### src/rtl/fifo_arb_pkg.sv
// fifo_arb_pkg: shared types, default parameters and the round-robin pick
// function used by the FIFO write arbiter and its round-robin selector.
//   state_t    : arbiter FSM states (IDLE, BURST)
//   rr_pick_t  : result of a round-robin search (valid flag + index)
//   rr_pick()  : first set request bit at or after a pointer, wrapping at nreq
package fifo_arb_pkg;

    typedef enum logic {
        IDLE  = 1'b0,
        BURST = 1'b1
    } state_t;

    localparam int NREQ_DEF      = 4;
    localparam int DW_DEF        = 8;
    localparam int MAX_BURST_DEF = 4;
    localparam int CW_DEF        = 16;

    // Widest requester vector the pick function handles.
    localparam int RR_MAX = 8;

    typedef struct packed {
        logic       vld;
        logic [2:0] idx;
    } rr_pick_t;

    // Walk offsets from the far end back to 0 so the smallest offset from
    // rr_ptr is the last one written and therefore wins. The wrap is an
    // explicit subtract of nreq so non-power-of-two counts stay in range.
    function automatic rr_pick_t rr_pick(input logic [RR_MAX-1:0] req,
                                         input logic [2:0]        rr_ptr,
                                         input int                nreq);
        rr_pick_t r;
        int       idx;
        r = '0;
        for (int k = RR_MAX - 1; k >= 0; k--) begin
            if (k < nreq) begin
                idx = int'(rr_ptr) + k;
                if (idx >= nreq) idx = idx - nreq;
                if (req[idx]) begin
                    r.vld = 1'b1;
                    r.idx = 3'(idx);
                end
            end
        end
        return r;
    endfunction

endpackage

### src/rtl/fifo_wr_arbiter_rr_select.sv
// rr_select: combinational round-robin selector. Finds the first set bit of
// req at or after ptr, wrapping modulo N.
//   req : N-bit request vector
//   ptr : search start index
//   idx : selected index (valid only when vld=1)
//   vld : at least one request is set
module rr_select
    import fifo_arb_pkg::*;
#(
    parameter  int N  = 4,
    localparam int PW = $clog2(N)
) (
    input  logic [N-1:0]  req,
    input  logic [PW-1:0] ptr,
    output logic [PW-1:0] idx,
    output logic          vld
);

    rr_pick_t pick;

    assign pick = rr_pick(RR_MAX'(req), 3'(ptr), N);
    assign vld  = pick.vld;
    assign idx  = PW'(pick.idx);

endmodule

### src/rtl/fifo_wr_arbiter.sv
// fifo_wr_arbiter: round-robin arbiter sharing one FIFO write port among NREQ
// requesters. A winner owns the port for a burst of up to MAX_BURST words;
// FIFO full stalls the burst without losing the grant.
//   wrclk    : write-domain clock
//   rst      : synchronous active-high reset
//   req      : per-requester write request (held until acked)
//   req_data : packed requester data, slice i = [i*DW +: DW]
//   full     : FIFO full flag
//   ack      : one-hot, word from requester i accepted this cycle
//   grant    : registered one-hot owner, 0 when idle
//   wrreq    : FIFO write strobe (= |ack)
//   data_in  : FIFO write data (owner's slice)
//   busy     : registered, high while in BURST
//   word_cnt : registered accepted-word count, wraps
module fifo_wr_arbiter
    import fifo_arb_pkg::*;
#(
    parameter int NREQ      = NREQ_DEF,
    parameter int DW        = DW_DEF,
    parameter int MAX_BURST = MAX_BURST_DEF,
    parameter int CW        = CW_DEF
) (
    input  logic               wrclk,
    input  logic               rst,
    input  logic [NREQ-1:0]    req,
    input  logic [NREQ*DW-1:0] req_data,
    input  logic               full,
    output logic [NREQ-1:0]    ack,
    output logic [NREQ-1:0]    grant,
    output logic               wrreq,
    output logic [DW-1:0]      data_in,
    output logic               busy,
    output logic [CW-1:0]      word_cnt
);

    localparam int PW = $clog2(NREQ);
    localparam int BW = $clog2(MAX_BURST + 1);
    localparam logic [BW-1:0] LAST_BEAT = BW'(MAX_BURST - 1);
    localparam logic [PW-1:0] LAST_REQ  = PW'(NREQ - 1);

    state_t        state, state_nxt;
    logic [PW-1:0] rr_ptr;
    logic [PW-1:0] owner;
    logic [PW-1:0] sel_idx;
    logic          sel_vld;
    logic [BW-1:0] beat_cnt;
    logic          last;

    rr_select #(.N(NREQ)) u_sel (
        .req (req),
        .ptr (rr_ptr),
        .idx (sel_idx),
        .vld (sel_vld)
    );

    // rst gates ack so a word presented in the reset cycle is never written.
    always_comb begin
        ack = '0;
        if (state == BURST && !rst && !full && req[owner])
            ack[owner] = 1'b1;
    end

    assign wrreq   = |ack;
    assign data_in = req_data[owner*DW +: DW];
    assign last    = wrreq && (beat_cnt == LAST_BEAT);

    always_comb begin
        state_nxt = state;
        case (state)
            IDLE:    if (sel_vld) state_nxt = BURST;
            BURST:   if (!req[owner] || last) state_nxt = IDLE;
            default: state_nxt = IDLE;
        endcase
    end

    always_ff @(posedge wrclk) begin
        if (rst) begin
            state    <= IDLE;
            rr_ptr   <= '0;
            owner    <= '0;
            beat_cnt <= '0;
            grant    <= '0;
            busy     <= 1'b0;
            word_cnt <= '0;
        end else begin
            state <= state_nxt;
            if (wrreq) begin
                beat_cnt <= beat_cnt + BW'(1);
                word_cnt <= word_cnt + CW'(1);
            end
            if (state == IDLE && sel_vld) begin
                owner    <= sel_idx;
                grant    <= NREQ'(1) << sel_idx;
                busy     <= 1'b1;
                beat_cnt <= '0;
            end
            // Leaving BURST: next search starts just past the finished owner.
            if (state == BURST && state_nxt == IDLE) begin
                rr_ptr <= (owner == LAST_REQ) ? '0 : owner + PW'(1);
                grant  <= '0;
                busy   <= 1'b0;
            end
        end
    end

endmodule

### config.mk
export PLATFORM = sky130hd
export DESIGN_NAME = fifo_wr_arbiter
export DESIGN_NICKNAME = d
export VERILOG_FILES = /design/src/rtl/fifo_arb_pkg.sv /design/src/rtl/fifo_wr_arbiter_rr_select.sv /design/src/rtl/fifo_wr_arbiter.sv
export SDC_FILE = /design/constraint.sdc
export NUM_CORES = 1
export LEC_CHECK = 0
export BUFFER_PORTS_ARGS = -buffer_cell sky130_fd_sc_hd__clkbuf_2
export CORE_MARGIN = 5
export CORE_UTILIZATION = 49
export CTS_BUF_LIST = sky130_fd_sc_hd__clkbuf_4 sky130_fd_sc_hd__clkbuf_8 sky130_fd_sc_hd__clkbuf_16
export CTS_CLUSTER_DIAMETER = 60
export DETAILED_ROUTE_END_ITERATION = 12
export PLACE_DENSITY = 0.87
export SYNTH_ARGS = -nofsm -noshare
export SYNTH_HDL_FRONTEND = slang
export SYNTH_SLANG_ARGS = --single-unit
### constraint.sdc
create_clock -name wrclk -period 2.6 [get_ports wrclk]
set_input_delay 0.39 -clock wrclk [delete_from_list [all_inputs] [get_ports wrclk]]
set_output_delay 0.39 -clock wrclk [all_outputs]
set_load 0.05 [all_outputs]
-- Word-level counts from Yosys, hierarchy flattened
Cells that the tools add are included.
- $add $sub $neg: 10
- $lt $le $gt $ge: 10
- equality and inequality tests: 2
- shifts and indexed selects: 2
- mux-type cells: 29
- bitwise gates (word level): 2
- reduce and logical (&&, ||, !) cells: 14
- operators with widths (cell ; count):
    $lt A32 B5 Y1 const B ; 4
    $mux W32 ; 4
    $ge A32 B4 Y1 const B ; 3
    $sub A32 B4 Y32 const B ; 3
    $shiftx A32 B6 Y8 ; 1
    $mux W4 ; 5
    $add A16 B1 Y16 const B ; 1
    $bmux W1 S3 ; 4
    $mux W1 ; 12
    $logic_and A1 B1 Y1 ; 7
    $add A2 B2 Y3 const B ; 2
    $reduce_or A2 Y1 ; 2
    $reduce_or A4 Y1 ; 1
    $shl A1 B2 Y4 const A ; 1
    $sub A2 B3 Y4 const B ; 1
    $add A2 B1 Y3 const B ; 1
    $add A3 B1 Y3 const B ; 1
    $eq A3 B2 Y1 const B ; 1
    $ge A2 B3 Y1 const B ; 1
    $logic_not A1 Y1 ; 3
    $lt A2 B3 Y1 const B ; 1
    $add A2 B1 Y2 const B ; 1
    $bmux W1 S2 ; 1
    $demux W1 S2 ; 1
    other kinds (6) ; 7
- bits in registers: 29
- input bits: 39
- output and inout port bits: 34
- logic and storage cells: 76

-- Longest topological paths before layout
- depth in word-level cells: 15
- gate-level depth with buffers: 10
- mapped depth without buffers: 7

-- Cells and area by module
A second synthesis with hierarchy kept.
- cells, all modules: 210
- area, all modules: 1895.6 um^2
- modules (own cells, without submodules) (module ; times used ; cells an instance ; area each (um^2) ; sequential area each (um^2)):
    fifo_wr_arbiter ; 1 ; 176 ; 1617.8 ; 580.6
    rr_select ; 1 ; 34 ; 277.8 ; 0.0

-- Worst setup path after synthesis
OpenSTA, ideal clock, no wires.
- path kind: flip-flop to flip-flop
- start: reg owner[0]
- end: reg word_cnt[4]
- setup time: 128 ps
- data arrival time: 2281 ps
- data required time: 2472 ps
- path slack: 192 ps
- stages on the path, launching flop included: 11
- path buffers: 3
- clock period less this slack: 2408 ps
- path through: dfxtp_1 buf_2 inv_1 ha_1 or4_4 buf_6 and3_1 buf_6 nand4_1 xor2_1 nor2_1
- word-level cells in the longest chain between the ends: 6
- elaborated cells on any way between the ends: 10
- those cells by class: order compare (2); mux (5); reduce/logical (3)
- RTL lines (item ; RTL line ; text):
    from (decl) ; fifo_wr_arbiter.sv:43 ; logic [PW-1:0] owner;
    from (signal assigned) ; fifo_wr_arbiter.sv:92 ; owner <= sel_idx;
    $lt A2 B3 Y1 (implied by the code) or $ge A2 B1 Y1 (tied branches) ; fifo_wr_arbiter.sv:60 ; ack[owner] = 1'b1;
    $logic_and A1 B1 Y1 (implied by the code) ; fifo_wr_arbiter.sv:60 ;
    $mux W1 (implied by the code) ; fifo_wr_arbiter.sv:60 ;
    $demux W1 S2 ; fifo_wr_arbiter.sv:60 ;
    $mux W4 (*) ; fifo_wr_arbiter.sv:59 ; if (state == BURST && !rst && !full && req[owner])
    $reduce_or A4 Y1 (*) ; fifo_wr_arbiter.sv:63 ; assign wrreq = |ack;
    net wrreq ; fifo_wr_arbiter.sv:30 ; output logic wrreq,
    to (signal assigned) ; fifo_wr_arbiter.sv:89 ; word_cnt <= word_cnt + CW'(1);
    to (decl) ; fifo_wr_arbiter.sv:33 ; output logic [CW-1:0] word_cnt
Mark *: on every way through the listed nets, which the timed path passes. The rest lies on a longest branch. The select of a mux whose other input is x is not followed.
A chain may end at the register's enable or synchronous reset.

-- Worst setup path after layout
- start: reg owner[0]
- end: out wrreq
- word-level cells in the longest chain between the ends: 6
- elaborated cells on any way between the ends: 10
- those cells by class: order compare (2); mux (5); reduce/logical (3)
- RTL lines (item ; RTL line):
    $lt A2 B3 Y1 (implied by the code) or $ge A2 B1 Y1 (tied branches) ; fifo_wr_arbiter.sv:60
    $logic_and A1 B1 Y1 (implied by the code) ; fifo_wr_arbiter.sv:60
    $mux W1 (implied by the code) ; fifo_wr_arbiter.sv:60
    $demux W1 S2 ; fifo_wr_arbiter.sv:60
    $mux W4 (*) ; fifo_wr_arbiter.sv:59
    $reduce_or A4 Y1 (*) ; fifo_wr_arbiter.sv:63
    to (decl) ; fifo_wr_arbiter.sv:30
Mark *: on every way between the ends. The rest lies on a longest branch, timed or not. The select of a mux whose other input is x is not followed.

==> impl_metrics.csv <==
group,metric,value,unit
global_route,first_global_vias,1636,
yosys,ys_seq_area_frac,0.308,
cells_and_area,mostFrequentLayoutCell,"clkbuf_2",
floorplan,core,3690,sq um
cells_and_area,drive_gt1_frac,0.421,
global_route,grt_pass1_wl,7270,um
setup_path,path_max_fanout,5,
route,postRouteAntennaNets,0,
route,drt_pass1_iterations,4,
placement,place_congestion,0.836,
cts,cts_hold_buf,0,
setup_path,cp_cell_sequence,"inv_1, ha_1, or4_4, and3_1, clkbuf_2",
sta,slew_headroom,0.733,
setup_path,startpoint_type,"flip-flop",
yosys,synth.cell_area,1890,sq um
route,wirelength,4450,um
route,drt_iter0_drc,99,
global_route,antenna_found_initial,0,
placement,port_buffers,72,
pwr,power-per-cell-area,562,nW/um^2
yosys,yosys_warnings,0,
yosys,synthCells,192,
run,drv_cap,0,
floorplan,ios,73,
sta,setup_viol,0,
cells_and_area,final_cell_mix,"clkbuf_2, dfxtp_1, nor2_1",
cts,cts.sinks,29,
yosys,syn_nets,239,
cts,cts_tree,"done",
sta,clock_skew,6.17,ps
floorplan,die_h,72.1,um
pwr,power_leakage,1.03,nW
sta,tns,0,ps
sta,finalCriticalPeriod,2490,ps
cells_and_area,final_area,2360,sq um
global_route,grt_use_total,0.174,
sta,max_freq,0.401,GHz
outcome,outcome,"finished, final reports clean",
setup_path,end_kind,"output pin",
global_route,grt_max_degree,26,
cts,clk_latency,280,ps
cts,clockBufferDepth,2,
yosys,async_flop_share,0,
sta,finalMaxSlewViolations,0,
pwr,peakVddDrop,336,uV
sta,hold_viol_final,0,
placement,post_dp_cell_area,2280,sq um
yosys,syn_avg_cell_area,9.83,sq um
worst_hold_path,hp-class,"flip-flop to flip-flop",
setup_path,crit_family,"simple AND/OR/NAND/NOR gates",
setup_path,worst-path-buf-inv,2,
global_route,grt_remaining_overflow,0,
route,wire_per_inst,14.2,um
setup_path,critPathKind,"flip-flop to output pin",
cts,path_clk_slew,60,ps
cells_and_area,nets,312,
route,avgViaCountPerCell,5.47,
route,drc,0,
setup_path,cp_data_required_time,2210,ps
cts,cts_root_buf,"clkbuf_8",
setup_path,slowest_stage,"or4_4",
route,num_vias,1717,
yosys,synth-edff-count,0,
yosys,ys_types,46,
cells_and_area,final-seq-area,581,sq um
yosys,ys.flop_type,"dfxtp_1",
cts,cts_buffers,5,
cells_and_area,nFillCells,319,
floorplan,die_w,72.1,um
sta,finalCritPeriodShare,0.959,
cts,cts_resized,0,
floorplan,die_area,5190,sq um
floorplan,row_count,22,
floorplan,start_util,0.512,
yosys,ys_seq_elements,29,
sta,worstMarginPinSlew,400,ps
cts,cts_max_level,2,
sta,rsz0062_at_grt,"false",
setup_path,arrival,2100,ps
setup_path,slowest_delay,600,ps
placement,place_hpwl,3580,um
cells_and_area,syn2layout_area_growth,25.3,%
cells_and_area,multi_input_area,1220,sq um
cells_and_area,antennaDiodeCount,0,
cts,postCtsSetupBuffers,0,
==> state kept, by name (all words and copies together) (netlist names) <==
| register | count |
|---|---|
| owner | 2 |
| busy | 1 |
| beat_cnt | 3 |
| grant | 4 |
| state | 1 |
| word_cnt | 16 |
| rr_ptr | 2 |
==> final cells by class <==
cell class | count | share of cell area
Sequential cell | 29 | 0.246
Clock inverter | 2 | 0.00424
Clock buffer | 6 | 0.0323
Inverter | 8 | 0.0127
Timing Repair Buffer | 76 | 0.165
Multi-Input combinational cell | 145 | 0.515
Tap cell | 48 | 0.0254
==> worst reg2reg max path, cell delays in order, from the launching register on <==
cell and delay (ps):
dfxtp_1 420, inv_1 120, ha_1 220, or4_4 600, a311oi_4 460, o21a_4 210, a32o_2 110
==> power by group <==
part / internal (mW) / total (mW) / switching [mW]
clock: 0.195 / 0.358 / 0.163
sequential: 0.466 / 0.494 / 0.0280
combinational: 0.179 / 0.477 / 0.297
total: 0.841 / 1.33 / 0.489
==> metal layers <==
layer | share of wire | track usage | vias up
li1 | - | - | 858
met5 | 0 | 0 | -
met4 | 0.012 | 0.0605 | 0
met2 | 0.47 | 0.304 | 59
met1 | 0.42 | 0.202 | 792
met3 | 0.089 | 0.0512 | 8
==> synthesized netlist by cell type (2+ instances only) <==
cell type  instances  area (sq um)
a21oi_1            7          35.0
a31o_2             2          17.5
a32o_2             4          45.0
and2_1             4          25.0
and3_1             7          43.8
buf_2              6          30.0
buf_6              2          22.5
clkbuf_1           2          7.51
dfxtp_1           29           581
ha_1               8           100
inv_1              8          30.0
mux2i_1            7          70.1
mux4_2             9           203
nand2_1            7          26.3
nand3_1            4          20.0
nand4_1            2          12.5
nor2_1            20          75.1
nor2b_1            4          25.0
nor3_1             6          30.0
nor3b_1            3          22.5
nor4_2             2          25.0
o211a_1            2          20.0
o21a_1             2          15.0
o21ai_0           10          50.1
or3_1              5          31.3
xnor2_1            8          70.1
xor2_1             3          26.3
==> cells by family after synthesis <==
kind of cell / after synthesis / share of synthesized area
multiplexers: 17 / 0.151
XOR/XNOR: 11 / 0.0511
buffers and inverters: 18 / 0.0477
flip-flops: 29 / 0.308
AND/OR/NAND/NOR: 73 / 0.231
AO/OA/AOI/OAI: 36 / 0.158
adder cells (fa/ha/maj): 8 / 0.0531
==> final timing paths <==
kind,start,to,slack [ps],depth (start not counted)
setup / recovery,owner[0]$_SDFFE_PP0P_,wrreq,110,5
hold reg to reg,busy$_SDFFE_PP0P_,busy$_SDFFE_PP0P_,470,1
setup reg to reg,owner[0]$_SDFFE_PP0P_,grant[0]$_SDFFE_PP0P_,410,6
hold / removal,busy$_SDFFE_PP0P_,busy$_SDFFE_PP0P_,470,1
==> stage by stage <==
step | hold WS [ps] | total power [mW] | std cells | worst slack (ps) | util
after floorplan | 502 | 0.882 | 192 | 192 | -
after global placement | 455 | 0.975 | 306 | 437 | 0.617
after detailed placement | 452 | 0.982 | 306 | 410 | 0.617
after CTS | 474 | 1.35 | 314 | 94.2 | 0.641
after global routing | 497 | 1.40 | 314 | 13.4 | 0.641
final | 467 | 1.33 | 314 | 106 | 0.641
Power figures use the tool's default switching activity.
